**src/rtl/nbcac_pkg.sv**
```systemverilog
// -----------------------------------------------------------------------------
// nbcac_pkg
// Shared definitions for the NBCAC (no-boundary crosstalk avoidance code)
// receive path.
//   nbcac_weight(k)   : numeric weight of codeword wire k (1, 2, 3, 5, 8, ...)
//   nbcac_cw_len(dw)  : number of wires needed to carry dw data bits
//   PIPE_OUT_ONLY     : one register stage (decode, then register)
//   PIPE_IN_OUT       : two register stages (register codeword, decode, register)
// -----------------------------------------------------------------------------
package nbcac_pkg;

   localparam int unsigned PIPE_OUT_ONLY = 1;
   localparam int unsigned PIPE_IN_OUT   = 2;

   // Wire k carries Fibonacci weight F(k+1): 1, 2, 3, 5, 8, ...
   function automatic longint unsigned nbcac_weight(input int unsigned k);
      longint unsigned a;
      longint unsigned b;
      longint unsigned t;
      a = 64'd1;
      b = 64'd2;
      for (int unsigned i = 1; i < k; i++) begin
         t = a + b;
         a = b;
         b = t;
      end
      return a;
   endfunction

   // n wires with the alternating forbidden-pair rule give F(n+2) codewords,
   // i.e. nbcac_weight(n+1); pick the smallest n that covers 2**dw values.
   function automatic int unsigned nbcac_cw_len(input int unsigned dw);
      int unsigned n;
      n = 1;
      for (int unsigned i = 0; i < 90; i++) begin
         if (nbcac_weight(n + 1) < (64'd1 << dw)) begin
            n = n + 1;
         end
      end
      return n;
   endfunction

endpackage

```
**src/rtl/nbcac_decoder_core.sv**
```systemverilog
// -----------------------------------------------------------------------------
// nbcac_decoder_core
// Purely combinational NBCAC codeword -> data decoder.
//   d [CW:1]   : codeword, bit 1 = wire 1
//   v [DW-1:0] : decoded data
// Even wires carry the Fibonacci digit directly, odd wires carry it inverted;
// this keeps every adjacent wire pair free of one of the 01/10 patterns, so
// two legal codewords never switch neighbouring wires in opposite directions.
// -----------------------------------------------------------------------------
module nbcac_decoder_core
   import nbcac_pkg::*;
#(
   parameter int unsigned DW = 21,
   parameter int unsigned CW = 30
) (
   output logic [DW-1:0] v,
   input  logic [CW:1]   d
);

   always_comb begin : p_decode
      logic digit;
      v = '0;
      for (int unsigned i = 1; i <= CW; i++) begin
         digit = ((i % 2) == 1) ? ~d[i] : d[i];
         if (digit) begin
            v = v + DW'(nbcac_weight(i));
         end
      end
   end

endmodule

```
**src/rtl/nbcac_stream_decoder.sv**
```systemverilog
// -----------------------------------------------------------------------------
// nbcac_stream_decoder
// Streaming NBCAC decoder with valid/ready handshake, adjacent-wire crosstalk
// check against the previously accepted codeword and a saturating error count.
//   clock       : rising-edge clock
//   rst_n       : asynchronous active-low reset
//   code_valid  : codeword present on codein
//   code_ready  : codeword can be accepted this cycle
//   codein      : [CW:1] codeword, bit 1 = wire 1
//   data_valid  : dataout / xt_err valid
//   data_ready  : downstream takes dataout this cycle
//   dataout     : [DW-1:0] decoded data (holds while data_valid = 0)
//   xt_err      : crosstalk violation flag travelling with the codeword
//   err_clr     : synchronous clear of err_cnt
//   err_cnt     : [ERRCNT_W-1:0] saturating count of violating accepts
// -----------------------------------------------------------------------------
module nbcac_stream_decoder
   import nbcac_pkg::*;
#(
   parameter int unsigned DW       = 21,
   parameter int unsigned CW       = 30,
   parameter int unsigned PIPE     = 1,
   parameter int unsigned ERRCNT_W = 16
) (
   input  logic                clock,
   input  logic                rst_n,
   input  logic                code_valid,
   output logic                code_ready,
   input  logic [CW:1]         codein,
   output logic                data_valid,
   input  logic                data_ready,
   output logic [DW-1:0]       dataout,
   output logic                xt_err,
   input  logic                err_clr,
   output logic [ERRCNT_W-1:0] err_cnt
);

   if (CW != nbcac_cw_len(DW)) begin : g_bad_cw
      $error("nbcac_stream_decoder: CW does not match nbcac_cw_len(DW)");
   end
   if ((PIPE != PIPE_OUT_ONLY) && (PIPE != PIPE_IN_OUT)) begin : g_bad_pipe
      $error("nbcac_stream_decoder: PIPE must be 1 or 2");
   end

   logic          ready_q;
   logic          stall;
   logic          accept;
   logic          viol;
   logic [CW:1]   prev_q;
   logic [CW:1]   rise;
   logic [CW:1]   fall;
   logic [CW:1]   dec_in;
   logic [DW-1:0] dec_out;

   // ready_q keeps code_ready low while in reset without adding any input path.
   always_ff @(posedge clock or negedge rst_n) begin
      if (!rst_n) ready_q <= 1'b0;
      else        ready_q <= 1'b1;
   end

   assign stall      = data_valid & ~data_ready;
   assign code_ready = ready_q & ~stall;
   assign accept     = code_valid & code_ready;

   always_comb begin
      rise = ~prev_q & codein;
      fall = prev_q & ~codein;
      viol = |((rise[CW-1:1] & fall[CW:2]) | (fall[CW-1:1] & rise[CW:2]));
   end

   always_ff @(posedge clock or negedge rst_n) begin
      if (!rst_n)      prev_q <= '0;
      else if (accept) prev_q <= codein;
   end

   // err_clr wins over the count, but a violating accept in the same cycle
   // is still recorded as the first error after the clear.
   always_ff @(posedge clock or negedge rst_n) begin
      if (!rst_n) begin
         err_cnt <= '0;
      end else if (accept && viol) begin
         if (err_clr)        err_cnt <= ERRCNT_W'(1);
         else if (~&err_cnt) err_cnt <= err_cnt + 1'b1;
      end else if (err_clr) begin
         err_cnt <= '0;
      end
   end

   nbcac_decoder_core #(
      .DW (DW),
      .CW (CW)
   ) u_core (
      .v (dec_out),
      .d (dec_in)
   );

   if (PIPE == PIPE_IN_OUT) begin : g_pipe2
      logic        s1_valid;
      logic [CW:1] s1_code;
      logic        s1_xt;

      assign dec_in = s1_code;

      always_ff @(posedge clock or negedge rst_n) begin
         if (!rst_n) begin
            s1_valid   <= 1'b0;
            s1_code    <= '0;
            s1_xt      <= 1'b0;
            data_valid <= 1'b0;
            dataout    <= '0;
            xt_err     <= 1'b0;
         end else if (!stall) begin
            s1_valid <= accept;
            if (accept) begin
               s1_code <= codein;
               s1_xt   <= viol;
            end
            data_valid <= s1_valid;
            if (s1_valid) begin
               dataout <= dec_out;
               xt_err  <= s1_xt;
            end
         end
      end
   end else begin : g_pipe1
      assign dec_in = codein;

      always_ff @(posedge clock or negedge rst_n) begin
         if (!rst_n) begin
            data_valid <= 1'b0;
            dataout    <= '0;
            xt_err     <= 1'b0;
         end else if (!stall) begin
            data_valid <= accept;
            if (accept) begin
               dataout <= dec_out;
               xt_err  <= viol;
            end
         end
      end
   end

endmodule

```
**config.mk**
```make
export PLATFORM = sky130hd
export DESIGN_NAME = nbcac_stream_decoder
export DESIGN_NICKNAME = d
export VERILOG_FILES = /design/src/rtl/nbcac_pkg.sv /design/src/rtl/nbcac_decoder_core.sv /design/src/rtl/nbcac_stream_decoder.sv
export SDC_FILE = /design/constraint.sdc
export NUM_CORES = 1
export LEC_CHECK = 0
export ABC_AREA = 1
export BUFFER_PORTS_ARGS = -buffer_cell sky130_fd_sc_hd__clkbuf_2
export CAP_MARGIN = 20
export CORE_MARGIN = 1
export CORE_UTILIZATION = 50
export CTS_CLUSTER_SIZE = 12
export DETAILED_ROUTE_END_ITERATION = 8
export GPL_ROUTABILITY_DRIVEN = 0
export GPL_TIMING_DRIVEN = 0
export PLACE_DENSITY = 0.67
export SYNTH_ARGS = -nofsm -noshare
export SYNTH_HDL_FRONTEND = slang
export SYNTH_SLANG_ARGS = --single-unit
```
**constraint.sdc**
```tcl
create_clock -name clock -period 7.45 [get_ports clock]
set_clock_uncertainty 0.15 [all_clocks]
set_input_delay 1.1175 -clock clock [delete_from_list [all_inputs] [get_ports clock]]
set_output_delay 1.1175 -clock clock [all_outputs]
set_load 0.05 [all_outputs]
```
==> summary.txt, run 1 <==
Worst setup path
  • Worst Path Arrival: approximately 12000 ps
  • Crit path top cell by count: inv_2
  • Worst setup path class: in2reg
  • Crit. End Element: register
  • CP max stage cell: ha_1
  • CP Max Fanout: 3
  • Worst EP required: roughly 7500 ps
  • CP Launch Type: primary input
  • Worst stage delay on the critical path: a little over 300 ps

Timing
  • Final Setup Violations: 20
  • Final min period: 12330 ps
  • Slew Limit Fails: 0
  • Post-route setup TNS: -85810 ps
  • Worst slew margin: between 50% and 60%
  • Worst slew pin tran: between 600 and 700 ps
  • Fin. Hold Viols: 0
  • Tcrit/Tclk final: 165.5%
  • Max Clock Freq: between 0.08 and 0.09 GHz
  • Slack of the critical path: -4883 ps
  • RSZ-0062 raised after global routing: true

Clock tree
  • Post-cts hold buffer count: 0
  • CTS H-tree depth: 3
  • CTS tree: yes
  • Clk buf depth: 2
  • Num CTS Buffers: 9
  • Worst skew pair latency: roughly 350 ps
  • Clock Sinks: 70
  • CTS root buf: clkbuf_16
  • Clk slew on worst S/H paths: 60 ps

Synth
  • FF+latch count, synth: 70
  • Synth area leader: nand2_1
  • Post-synthesis cell count: ~2.5k
  • Top-area cell type share of the netlist area: between 20 and 25%
  • Async S/R FF share, synth: 100.0%
  • Sequential area share after synthesis: between 10% and 20%
  • Synth Warn #: 0
  • Primary FF master, synth: dfrtp_1
  • Yosys cell types: 63
  • Netlist Area Pre-Place: between 0.01 and 0.015 mm2
  • Mean Syn Cell Area: between 5 and 6 um2
  • Post-synth EDFFs: 0
  • Most area-consuming cells after synthesis: nand2_1 (20%), dfrtp_1 (12%), nand3_1 (10%)
  • Syn Nets: 2570

Route
  • DR iter-0 viols: between 800 and 900
  • Routed WL: roughly 38000 um
  • Post-route ant nets: 0
  • Vias/cell: ~5.2
  • 1st-pass router iterations: 5
  • Avg WL per Cell: about 12 um
  • DRC violation count after routing: 0
  • Vias: ~16k

Floorplanning
  • Initial Util: between 50 and 60%
  • DIE HEIGHT: 171.8 um
  • Die area: roughly 0.030 mm2
  • Row cnt: around 60
  • Die Wd: 171.8 um
  • Core box area: roughly 0.028 mm2
  • IO Pins: 75

Global route
  • Vias in the first global route: 14.26k
  • Initial antenna violation count: 0
  • Global-route wire length before repair: 61990 um
  • Largest net degree at the start of global routing: 37
  • Total GRT Usage: between 20% and 30%
  • Remaining Overflow, GRT: 0

Final layout
  • Ant diodes: 0
  • # nets final: 2753
  • Synth-to-layout area growth: 24.36%
  • Most frequent cells in the layout: nand2_1 (691), nand3_1 (257), nand2_2 (251), inv_1 (222), nor2_1 (178)
  • Commonest non-fill, non-tap cell in the layout: nand2_1
  • Filler Cells Inserted: ~2.6k
  • Share of cells above drive strength 1: a little over a third

Placement
  • DP Worst Slack: -6338 ps
  • Hpwl dp: between 20000 and 30000 um
  • Buffers on Ports: 63

Job
  • Max-Cap Viols: 0

Outcome
  • Failing checks: setup timing
  • Outcome: finished, violations left

Hold path
  • Worst hold path class: reg2reg
## cell type report
class                   instances  area (um2)  share of cell area [%]
multi-input cells            2033       12410                   69.22
flip-flops and latches         70        1752                   9.767
inverters                     352        1339                   7.465
repair buffers                172        1232                   6.872
well taps                     378       473.0                   2.637
plain buffers                  50       400.4                   2.232
clock buffers                  11       242.7                   1.353
clock inverters                 5       81.33                  0.4535
## final timing paths
path                             start     endpoint  slack, ps  cells past startpoint
max in group asynchronous        rst_n    prev_q[8]       5980                      2
min reg2reg                dataout[20]  dataout[20]        320                      2
max reg2reg                 err_cnt[0]  err_cnt[14]       3860                     16
max                          codein[2]  dataout[20]      -4880                     91
min in group asynchronous        rst_n  err_cnt[13]        600                      1
min                        dataout[20]  dataout[20]        320                      2
## flip-flops by register name (all words and copies together), names as in the netlist
signal and cells:
ready_q 1, dataout 21, data_valid 1, xt_err 1
prev_q 30, err_cnt 16
## routing by layer
layer / GRT usage (%) / vias up / wire length (um)
li1: - / 8371 / -
met1: 31.48 / 7231 / 17650
met2: 45.63 / 273 / 18750
met3: 1.450 / 48 / 974
met4: 4.425 / 0 / 513
met5: 0 / - / 0
## cell families after synthesis
family	Yosys count	share of synthesized area [%]
AOI/OAI and AO/OA	210	8.494
xor gates and xnor gates	71	5.509
adders and majority gates	30	2.603
buffers and inverters	402	11.96
DFF	70	12.15
other	1	0.02600
and+or+nand+nor	1721	59.27
## critical path: cells and delay by family
family | cells | cell delay, ps
AND/OR/NAND/NOR | 30 | 2740
AO/OA/AOI/OAI | 17 | 2110
buffers and inverters | 22 | 1470
adder cells (fa/ha/maj) | 17 | 3910
XOR/XNOR | 5 | 990
## metrics by stage
stage               util, %  area, um2  hold slack [ps]  std cells
finish                63.85      17930            321.0       3071
global route          63.85      17930            349.3       3071
global placement      54.63      15340            310.1       2946
CTS                   59.69      16760            331.6       3027
detailed placement    54.71      15370            316.2       2947
floorplan                 -      14560            303.0       2505
## cell usage after synthesis (all sizes together) (3+ instances only)
library cell	count
o22ai	4
o211ai	13
o21ai	115
clkbuf	21
buf	27
nor4	5
nor2	228
a21boi	3
a21oi	55
o21a	4
nand3	373
ha	30
a211oi	4
nand4	53
nand2	1009
clkinv	16
xnor2	26
nand3b	9
dfrtp	70
or2	14
inv	336
nor3	23
xor2	45
## what timing repair did
item                                   in CTS  in global routing
cloned                                      0                  0
endpoints found under the hold margin       0                  0
setup endpoints to repair                  20                 20
resized for setup                         123                193
buffers inserted                           65                 47
pin swaps                                 105                165
Power of run 1 is left out: the tool's default activity adds up to more than one toggle a clock period on the data nets, which glitch-free logic cannot reach.
==> inputs of run 2 (changes only) <==
--- a/config.mk
+++ b/config.mk
@@ -18,3 +18,4 @@
 export SYNTH_ARGS = -nofsm -noshare
 export SYNTH_HDL_FRONTEND = slang
 export SYNTH_SLANG_ARGS = --single-unit
+export TNS_END_PERCENT = 30
==> summary.txt, run 2 (synthesis results as in run 1) <==
Route
  • DR iter-0 viols: 785 (was 807)
  • Post-route ant nets: 0 (unchanged)
  • 1st-pass router iterations: 5 (unchanged)
  • Vias/cell: 5.121 (was 5.185)
  • Routed WL: 36560 um (was 37890 um)
  • Avg WL per Cell: 11.97 um (was 12.34 um)
  • DRC violation count after routing: 0 (unchanged)
  • Vias: 15.63k (was 15.92k)

Global route
  • Remaining Overflow, GRT: 0 (unchanged)
  • Global-route wire length before repair: 61090 um (was 61990 um)
  • Largest net degree at the start of global routing: 39 (was 37)
  • Total GRT Usage: 24.23% (was 24.66%)
  • Vias in the first global route: 14.07k (was 14.26k)
  • Initial antenna violation count: 0 (unchanged)

Final layout
  • Final core area utilization: 62.58% (was 63.85%)
  • Filler Cells Inserted: 2675 (was 2646)
  • Design area: 0.01758 mm2 (was 0.01793 mm2)
  • Most flop-heavy register: prev_q (unchanged)
  • Most frequent cells in the layout: nand2_1 (701), nand3_1 (258), nand2_2 (244), inv_1 (231), nor2_1 (175) (was nand2_1 (691), nand3_1 (257), nand2_2 (251), inv_1 (222), nor2_1 (178))
  • Share of cells above drive strength 1: 34.06% (was 35.39%)
  • Ant diodes: 0 (unchanged)
  • Layout Cells excl Fill: 3053 (was 3071)
  • Commonest non-fill, non-tap cell in the layout: nand2_1 (unchanged)
  • # nets final: 2735 (was 2753)
  • Top Registers: prev_q: 30 flops, dataout: 21 flops, err_cnt: 16 flops (unchanged)
  • Largest register FFs: 30 (unchanged)
  • Synth-to-layout area growth: 21.88% (was 24.36%)

Worst setup path
  • Crit path top cell by count: ha_4 (was inv_2)
  • Cell count of the worst reg-to-reg path: 16 (unchanged)
  • Worst EP required: 7530 ps (was 7540 ps)
  • CP Max Fanout: 3 (unchanged)
  • FF-to-FF End: err_cnt[14] (unchanged)
  • R2r startpoint: err_cnt[0] (unchanged)
  • R2R Setup Slk: 3780 ps (was 3860 ps)
  • Worst Path Arrival: 12320 ps (was 12430 ps)
  • Crit. End Element: register (unchanged)
  • CP Launch Type: primary input (unchanged)
  • CP max stage cell: ha_4 (was ha_1)
  • Worst stage delay on the critical path: 290 ps (was 310 ps)
  • Worst setup path class: in2reg (unchanged)

Floorplanning
  • Die area: 0.02953 mm2 (unchanged)
  • Die Wd: 171.8 um (unchanged)
  • DIE HEIGHT: 171.8 um (unchanged)
  • Row cnt: 61 (unchanged)
  • IO Pins: 75 (unchanged)
  • Initial Util: 51.35% (unchanged)
  • Core box area: 0.02809 mm2 (unchanged)

Job
  • Max-Cap Viols: 0 (unchanged)

Clock tree
  • Clk slew on worst S/H paths: 60 ps (about the same)
  • CTS root buf: clkbuf_16 (unchanged)
  • Worst skew pair latency: 340 ps (was 350 ps)
  • Clock Sinks: 70 (unchanged)
  • CTS tree: yes (unchanged)
  • Clk buf depth: 2 (unchanged)
  • CTS H-tree depth: 3 (unchanged)
  • Num CTS Buffers: 9 (unchanged)

Timing
  • Max Clock Freq: 0.08170 GHz (was 0.08109 GHz)
  • Tcrit/Tclk final: 164.3% (was 165.5%)
  • Slew Limit Fails: 0 (unchanged)
  • Final min period: 12240 ps (was 12330 ps)
  • Worst slew pin tran: 707.6 ps (was 676.0 ps)
  • Final Setup Violations: 20 (unchanged)
  • RSZ-0062 raised after global routing: true (unchanged)
  • Worst slew margin: 52.65% (was 54.77%)
  • Slack of the critical path: -4789 ps (was -4883 ps)
  • Fin. Hold Viols: 0 (unchanged)

Hold path
  • Worst hold path class: reg2reg (unchanged)
  • Hold path endpoint: prev_q[13] (was dataout[20])
  • Hold Crit Depth: 2 (unchanged)
  • Hold_sp: prev_q[13] (was dataout[20])

Placement
  • DP Worst Slack: -6290 ps (was -6338 ps)
  • Buffers on Ports: 63 (unchanged)
  • Placed cells: 2947 (unchanged)
  • DP Area: 0.01534 mm2 (was 0.01537 mm2)
  • Hpwl dp: 28480 um (was 28700 um)

Outcome
  • Failing checks: setup timing (unchanged)
  • Outcome: finished, violations left (unchanged)
==> run 2: how the worst max path moves through the flow <==
stage                              to  cells after the start       from
after floorplan           dataout[20]                     91  codein[2]
after global placement    dataout[20]                     92  codein[2]
after detailed placement  dataout[20]                     92  codein[2]
after CTS                 dataout[20]                     91  codein[2]
after global routing      dataout[19]                     94  codein[2]
final                     dataout[20]                     90  codein[2]
==> run 2: layout make-up <==
cell class / instances / area (um2) / area share (%)
Buffer: 50 / 400.4 / 2.278
Clock buffer: 9 / 225.2 / 1.281
Clock inverter: 7 / 57.56 / 0.3274
Inverter: 352 / 1341 / 7.631
Multi-Input combinational cell: 2033 / 12260 / 69.75
Sequential cell: 70 / 1752 / 9.966
Tap cell: 378 / 473.0 / 2.691
Timing Repair Buffer: 154 / 1069 / 6.079
==> run 2: metrics by stage <==
| stage | setup TNS, ps | hold slack (ps) |
|---|---|---|
| 5_1_grt | -97690 | 350.4 |
| 3_3_place_gp | -110530 | 309.3 |
| 3_5_place_dp | -114740 | 322.4 |
| 4_1_cts | -89450 | 337.6 |
| 2_1_floorplan | -91320 | 303.0 |
| 6_report | -85920 | 331.5 |
==> run 2: timing repair <==
item | in CTS | in global routing
gates resized for setup | 92 | 200
pin swaps | 85 | 130
setup endpoints to repair | 20 | 20
hold buffers | 0 | 0
buffers inserted | 50 | 41
==> run 2: metal layers <==
metal  GRT usage (%)  part of all wire, %
met1           31.41                   48
met2           44.38                   49
met3           1.496                  2.5
met4           3.925                 0.90
met5               0                    0
==> run 2: worst max-delay path, delay by kind of cell <==
family / cells / cell delay, ps
xor gates and xnor gates: 5 / 1010
buffers and inverters: 21 / 1330
and+or+nand+nor: 29 / 2580
adders and majority gates: 18 / 4170
AOI/OAI and AO/OA: 17 / 2100
Power of run 2 is left out for the same reason.
==> inputs of run 3 (changes only) <==
--- a/config.mk
+++ b/config.mk
@@ -6,7 +6,7 @@
 export NUM_CORES = 1
 export LEC_CHECK = 0
 export ABC_AREA = 1
-export BUFFER_PORTS_ARGS = -buffer_cell sky130_fd_sc_hd__clkbuf_2
+export BUFFER_PORTS_ARGS = -buffer_cell sky130_fd_sc_hd__buf_2
 export CAP_MARGIN = 20
 export CORE_MARGIN = 1
 export CORE_UTILIZATION = 50
==> summary.txt, run 3 (synthesis results as in run 1) <==
Route
  • Avg WL per Cell: 12.13 um (was 11.97 um)
  • Vias/cell: 5.124 (was 5.121)
  • Routed WL: 37040 um (was 36560 um)
  • Vias: 15.65k (was 15.63k)
  • 1st-pass router iterations: 6 (was 5)
  • DRC violation count after routing: 0 (unchanged)
  • Post-route ant nets: 0 (unchanged)
  • DR iter-0 viols: 757 (was 785)

Global route
  • Vias in the first global route: 14.30k (was 14.07k)
  • Global-route wire length before repair: 61910 um (was 61090 um)
  • Remaining Overflow, GRT: 0 (unchanged)
  • Initial antenna violation count: 0 (unchanged)
  • Total GRT Usage: 24.60% (was 24.23%)
  • Largest net degree at the start of global routing: 71 (was 39)

Worst setup path
  • CP max stage cell: ha_4 (unchanged)
  • Crit. End Element: register (unchanged)
  • CP Launch Type: primary input (unchanged)
  • Worst stage delay on the critical path: 290 ps (about the same)
  • Worst EP required: 7510 ps (was 7530 ps)
  • Worst setup path class: in2reg (unchanged)
  • CP Max Fanout: 4 (was 3)
  • Crit path top cell by count: ha_4 (unchanged)
  • Cell count of the worst reg-to-reg path: 16 (unchanged)
  • Worst Path Arrival: 12520 ps (was 12320 ps)

Final layout
  • Top Registers: prev_q: 30 flops, dataout: 21 flops, err_cnt: 16 flops (unchanged)
  • Share of cells above drive strength 1: 34.30% (was 34.06%)
  • Synth-to-layout area growth: 22.70% (was 21.88%)
  • Commonest non-fill, non-tap cell in the layout: nand2_1 (unchanged)
  • Most flop-heavy register: prev_q (unchanged)
  • Ant diodes: 0 (unchanged)
  • Largest register FFs: 30 (unchanged)
  • # nets final: 2736 (was 2735)
  • Most frequent cells in the layout: nand2_1 (705), nand3_1 (249), nand2_2 (238), inv_1 (229), nor2_1 (176) (was nand2_1 (701), nand3_1 (258), nand2_2 (244), inv_1 (231), nor2_1 (175))

Timing
  • Final Setup Violations: 20 (unchanged)
  • Final min period: 12460 ps (was 12240 ps)
  • Max Clock Freq: 0.08027 GHz (was 0.08170 GHz)
  • Worst slew pin tran: 899.9 ps (was 707.6 ps)
  • Post-route setup TNS: -87640 ps (was -85920 ps)
  • Fin. Hold Viols: 0 (unchanged)
  • Slew Limit Fails: 0 (unchanged)
  • RSZ-0062 raised after global routing: true (unchanged)
  • Worst slew margin: 40.01% (was 52.65%)
  • Slack of the critical path: -5007 ps (was -4789 ps)
  • Tcrit/Tclk final: 167.2% (was 164.3%)

Floorplanning
  • Die Wd: 171.8 um (unchanged)
  • DIE HEIGHT: 171.8 um (unchanged)
  • Core box area: 0.02809 mm2 (unchanged)
  • Initial Util: 51.35% (unchanged)
  • IO Pins: 75 (unchanged)
  • Die area: 0.02953 mm2 (unchanged)
  • Row cnt: 61 (unchanged)

Clock tree
  • Clk buf depth: 2 (unchanged)
  • Num CTS Buffers: 9 (unchanged)
  • CTS root buf: clkbuf_16 (unchanged)
  • Clk slew on worst S/H paths: 60 ps (about the same)
  • Clock Sinks: 70 (unchanged)
  • Post-cts hold buffer count: 0 (unchanged)
  • Worst skew pair latency: 340 ps (about the same)
  • CTS tree: yes (unchanged)
  • CTS H-tree depth: 3 (unchanged)

Outcome
  • Failing checks: setup timing (unchanged)
  • Outcome: finished, violations left (unchanged)

Hold path
  • Hold Crit Depth: 2 (unchanged)
  • Worst hold path class: reg2reg (unchanged)

Job
  • Max-Cap Viols: 0 (unchanged)

Placement
  • Hpwl dp: 28580 um (was 28480 um)
  • Buffers on Ports: 63 (unchanged)
  • DP Worst Slack: -6317 ps (was -6290 ps)
## run 3: cell types whose count changed in the layout (fill, tap and decap cells not counted), moves of 5 or more
cell      change
buf_2        +60
buf_4         +8
buf_6         -5
clkbuf_2     -60
nand2_2       -6
nand3_1       -9
nand3_2       +9
nor2_2        -6
nor2_4        +5
## run 3: layout make-up
type,count,area (um2)
tap,378,473.0
timing repair buffer,155,1041
clock buffer,10,239.0
sequential,70,1752
fill,2658,10390
buffer,50,400.4
inverter,352,1346
multi-input combinational,2033,12350
clock inverter,6,92.59
## run 3: stage by stage
stage	utilization [%]	hold WS, ps	instances	instance area (um2)
2_1_floorplan	-	303.0	2505	14530
3_3_place_gp	54.55	305.0	2946	15320
3_5_place_dp	54.56	311.6	2946	15320
4_1_cts	58.91	327.7	3020	16550
5_1_grt	63.00	353.7	3054	17690
6_report	63.00	327.1	3054	17690
## run 3: critical path: cells and delay by family
family / cells / cell delay (ps)
buffers and inverters: 21 / 1440
AND/OR/NAND/NOR: 24 / 2350
adder cells (fa/ha/maj): 18 / 4190
XOR/XNOR: 6 / 1020
AO/OA/AOI/OAI: 18 / 2380
## run 3: path summary, 6_finish.rpt
path | from | slack (ps) | end
min in group asynchronous | rst_n | 720 | err_cnt[8]
setup reg to reg | err_cnt[0] | 3820 | err_cnt[14]
hold / removal | dataout[9] | 330 | dataout[9]
setup / recovery | codein[1] | -5010 | dataout[18]
max in group asynchronous | rst_n | 5820 | dataout[5]
hold reg to reg | dataout[9] | 330 | dataout[9]
## run 3: metal layers
layer	GRT usage, %	wire length [um]	up-vias
met4	4.002	403	0
met1	31.60	17440	7040
met3	1.749	951	36
li1	-	-	8342
met2	45.22	18240	231
met5	0	0	-
## run 3: repair_timing
action / in CTS / in global routing
setup buffers: 58 / 35
resized for setup: 103 / 204
setup endpoints to repair: 20 / 20
pin swaps: 80 / 134
Power of run 3 is left out for the same reason.
